<file path="config.mk">
export PLATFORM = sky130hd
export DESIGN_NAME = full_adder_nb
export DESIGN_NICKNAME = d
export VERILOG_FILES = /design/src/rtl/full_adder_nb_pkg.sv /design/src/rtl/full_adder_nb_fa1b.sv /design/src/rtl/full_adder_nb.sv
export SDC_FILE = /design/constraint.sdc
export NUM_CORES = 1
export LEC_CHECK = 0
export ABC_AREA = 1
export CAP_MARGIN = 30
export CORE_UTILIZATION = 38
export CTS_BUF_LIST = sky130_fd_sc_hd__clkbuf_8
export DETAILED_ROUTE_END_ITERATION = 6
export HOLD_SLACK_MARGIN = 0.12
export PLACE_DENSITY = 0.89
export SETUP_SLACK_MARGIN = 0.1
export SLEW_MARGIN = 0
export SYNTH_ARGS = -nofsm -noshare
export SYNTH_HDL_FRONTEND = slang
export SYNTH_HIERARCHICAL = 1
export SYNTH_SLANG_ARGS = --single-unit
</file>
<file path="constraint.sdc">
create_clock -name clk -period 0.8 [get_ports clk]
set_input_delay 0.16 -clock clk [delete_from_list [all_inputs] [get_ports clk]]
set_output_delay 0.16 -clock clk [all_outputs]
set_load 0.02 [all_outputs]
</file>
<file path="src/rtl/full_adder_nb_pkg.sv">
// Shared arithmetic constants and a reference carry helper for the adder slice.
// Latency: none (declarations only).
// Backpressure: none.
package full_adder_nb_pkg;

    // Default operand width for clocked adders in this slice
    localparam int ARITH_DEFAULT_WIDTH = 16;

    // Single-bit carry generate/propagate, shared so every carry cell reads the same
    function automatic logic carry_out_1b(input logic a, input logic b, input logic c);
        return (a & b) | (c & (a ^ b));
    endfunction

endpackage

</file>
<file path="src/rtl/full_adder_nb_fa1b.sv">
// One-bit full adder cell, chained into a ripple carry by the N-bit top.
// Latency: purely combinational.
// Backpressure: none.
module full_adder_1b
    import full_adder_nb_pkg::*;
(
    input  logic a,
    input  logic b,
    input  logic cin,
    output logic s,
    output logic cout
);

    // Sum and carry of one bit position
    always_comb begin
        s    = a ^ b ^ cin;
        cout = carry_out_1b(a, b, cin);
    end

endmodule

</file>
<file path="src/rtl/full_adder_nb.sv">
// N-bit ripple-carry adder with carry-in; {cout,s} = a + b + cin, registered.
// Latency: 1 cycle, a new result every cycle; async active-low reset clears outputs.
// Backpressure: none, no handshake and no enable.
module full_adder_nb
    import full_adder_nb_pkg::*;
#(
    parameter int N = ARITH_DEFAULT_WIDTH
) (
    input  logic         clk,
    input  logic         rst_n,
    input  logic [N-1:0] a,
    input  logic [N-1:0] b,
    input  logic         cin,
    output logic [N-1:0] s,
    output logic         cout
);

    // Carry chain: c[0] is the carry-in, c[N] is the carry out of the top bit
    logic [N:0]   c;
    logic [N-1:0] sum;

    assign c[0] = cin;

    for (genvar i = 0; i < N; i++) begin : g_bit
        full_adder_1b u_fa (
            .a    (a[i]),
            .b    (b[i]),
            .cin  (c[i]),
            .s    (sum[i]),
            .cout (c[i+1])
        );
    end

    // Capture the combinational result; reset drops any pending result immediately
    always_ff @(posedge clk or negedge rst_n) begin
        if (!rst_n) begin
            s    <= '0;
            cout <= 1'b0;
        end else begin
            s    <= sum;
            cout <= c[N];
        end
    end

endmodule

</file>
==> results.py, run 1 <==
metrics = {
    "clock_tree": {
        "clk_path_buf_depth": 2,
        "cts_buffers": 3,
        "htree_levels": 1,
        "cts.sinks": 17,
        "tritoncts": "done",
        "ctsHoldBuffers": 0,
        "postCtsSetupBuffers": 0,
        "path_clk_slew_ns": 0.06,
        "cts_root_buf": "clkbuf_8",
    },
    "logic_synthesis": {
        "avgSynthCellArea_um2": 22.6,
        "yosysTopAreaCell": "dfrtp_1",
        "yosysWarningCount": 6,
        "postSynthCellCount": 33,
        "synth_area_leaders": "dfrtp_1 57%, fa_1 43%",
        "yosysTopAreaCellShare_pct": 57.0,
        "synth_seq_cells": 17,
        "syn_nets": 84,
        "syn_area_um2": 746,
        "yosysUniqueCellTypes": 2,
        "synth-seq-area-share_pct": 57.0,
    },
    "critical_path": {
        "critPathMaxFanout": 1,
        "path_delay_family": "adder cells",
        "crit_chain": "buf_6 > fa_2 > fa_2 > fa_2 > fa_2 > fa_2 > fa_2 > fa_2 > fa_2 > fa_2 > fa_2 > fa_2 > fa_2 > fa_2 > fa_2 > fa_2 > fa_2",
        "worst-path-stages": 17,
        "crit_buf_inv": 1,
        "crit_type": "in -> reg",
        "worst_ep_required_time_ns": 0.99,
        "max_stage_delay_ns": 0.52,
        "worst_path_max_delay_cell": "fa_2",
        "end_kind": "flop",
        "critPathLaunchType": "input pin",
        "cp_common_cell": "fa_2",
        "arrival_ns": 6.06,
    },
    "route": {
        "via_count": 500,
        "ant_nets": 0,
        "wirelength_mm": 1.48,
        "vias_per_cell": 4.39,
        "drtIter0Drc": 2,
        "post_drt_wl_per_cell_um": 13.0,
        "drc": 0,
        "firstDrtPassIters": 2,
    },
    "sta": {
        "slew_headroom_pct": 90.7,
        "finalHoldViolCount": 0,
        "hold_slack_ns": 0.210,
        "period_share_pct": 734,
        "drv_slew": 0,
        "fin_crit_ns": 5.87,
        "rsz0062_at_grt": "true",
        "setup_viol": 33,
        "layout_setup_ws_ns": -5.07,
        "fmax_mhz": 170,
        "worst_pin_slew_ns": 0.139,
    },
    "placed_design": {
        "pre_cts_slack_ns": -5.68,
        "port_buffers": 51,
        "gp_congestion": 0.660,
    },
    "power": {
        "p_per_area_nw_per_um2": 1930,
        "p_leak_uw": 0.000575,
        "peakVddDrop_mv": 1.34,
    },
    "floorplanning": {
        "die_height_um": 46.3,
        "rows": 15,
        "die_x_um": 46.3,
        "coreArea_um2": 1780,
        "io_pins": 52,
        "start_util_pct": 41.8,
        "die_area_um2": 2140,
    },
    "grt": {
        "grt-busiest-layer": "met2",
        "grt_util_all_layers_pct": 17.6,
        "grt_max_degree": 18,
        "grt_pass1_wl_mm": 2.42,
        "antenna_found_initial": 0,
        "first_global_vias": 581,
        "met3_usage_pct": 6.27,
        "use_met1_pct": 16.5,
        "grtUsageMet2_pct": 32.8,
        "grt-ovfl-total": 0,
    },
    "job": {
        "maxCapViolCount": 0,
    },
    "finish": {
        "layout_commonest_cell": "clkdlybuf4s50_1",
        "final_cell_mix": "31 x clkdlybuf4s50_1, 18 x buf_6, 17 x dfrtp_1, 16 x fa_2, 3 x clkbuf_8",
        "diodes": 0,
        "drive_above_1_share_pct": 46.1,
        "nets": 141,
        "areaGrowthSynthToFinish_pct": 88.6,
    },
    "status": {
        "failed_checks": "setup timing",
        "status": "complete, but fails checks",
    },
    "min_path": {
        "holdPathStages": 2,
        "hp-class": "in -> reg",
    },
}
through the flow:
step                      total power (uW)  instance area [um^2]  instances  setup TNS, ns  util (%)
after floorplan                       1440                   783         33         -45.62         -
after global placement                2020                  1350        110         -58.55      75.4
after detailed placement              2050                  1350        110         -59.48      75.4
after CTS                             2750                  1410        114         -46.60      78.9
after global routing                  2880                  1410        114         -47.97      78.9
final                                 2710                  1410        114         -46.37      78.9
cell type report:
type | instances | area (um^2)
Tap cell | 25 | 31.3
Sequential cell | 17 | 425
Clock inverter | 1 | 5.00
Multi-Input combinational cell | 16 | 360
Timing Repair Buffer | 52 | 543
Clock buffer | 3 | 41.3
Fill cell | 99 | 377
cells by family (layout without fill, tap and decap cells):
group	after synthesis	count (layout)	share of synthesized area (%)
flip-flops	17	17	57.0
adder cells (fa/ha/maj)	16	16	43.0
buffers and inverters	0	56	0
worst paths after layout:
path                       startpoint  endpoint  slack (ns)
max in group asynchronous       rst_n      s[3]        0.43
worst min-delay path              cin      s[0]        0.21
worst max-delay path              cin     s[15]       -5.07
min in group asynchronous       rst_n      s[1]        0.25
sequential cells by signal, indices dropped and copies added, names as in the netlist:
signal	flops
cout	1
s	16
repair_timing:
item	CTS	global route
endpoints found under the hold margin	0	0
gates cloned	0	0
setup endpoints to repair	34	33
gates resized for setup	116	0
pin swaps	1	0
per-layer routing:
metal	part of all wire (%)	wire length (um)
met5	0	0
met4	2.0	30
met3	11	168
met2	55	807
met1	32	470
where the power goes:
group / internal [uW] / switching (uW)
logic: 562 / 430
clock network: 345 / 276
registers: 1020 / 71.8
synthesized netlist by cell type (all sizes together):
library cell	n
dfrtp	17
fa	16
Power figures use the tool's default switching activity.
==> run 2, diff against run 1 <==
CAP_MARGIN = 15   (was 30)
==> results of run 2 <==
Same layout as run 1: the final DEF is identical, and so are final timing and power.
==> run 3, diff against run 2 <==
ABC_AREA = unset   (was 1)
SLEW_MARGIN = 20   (was 0)
==> results of run 3 <==
Same layout as run 1: the final DEF is identical, and so are final timing and power.
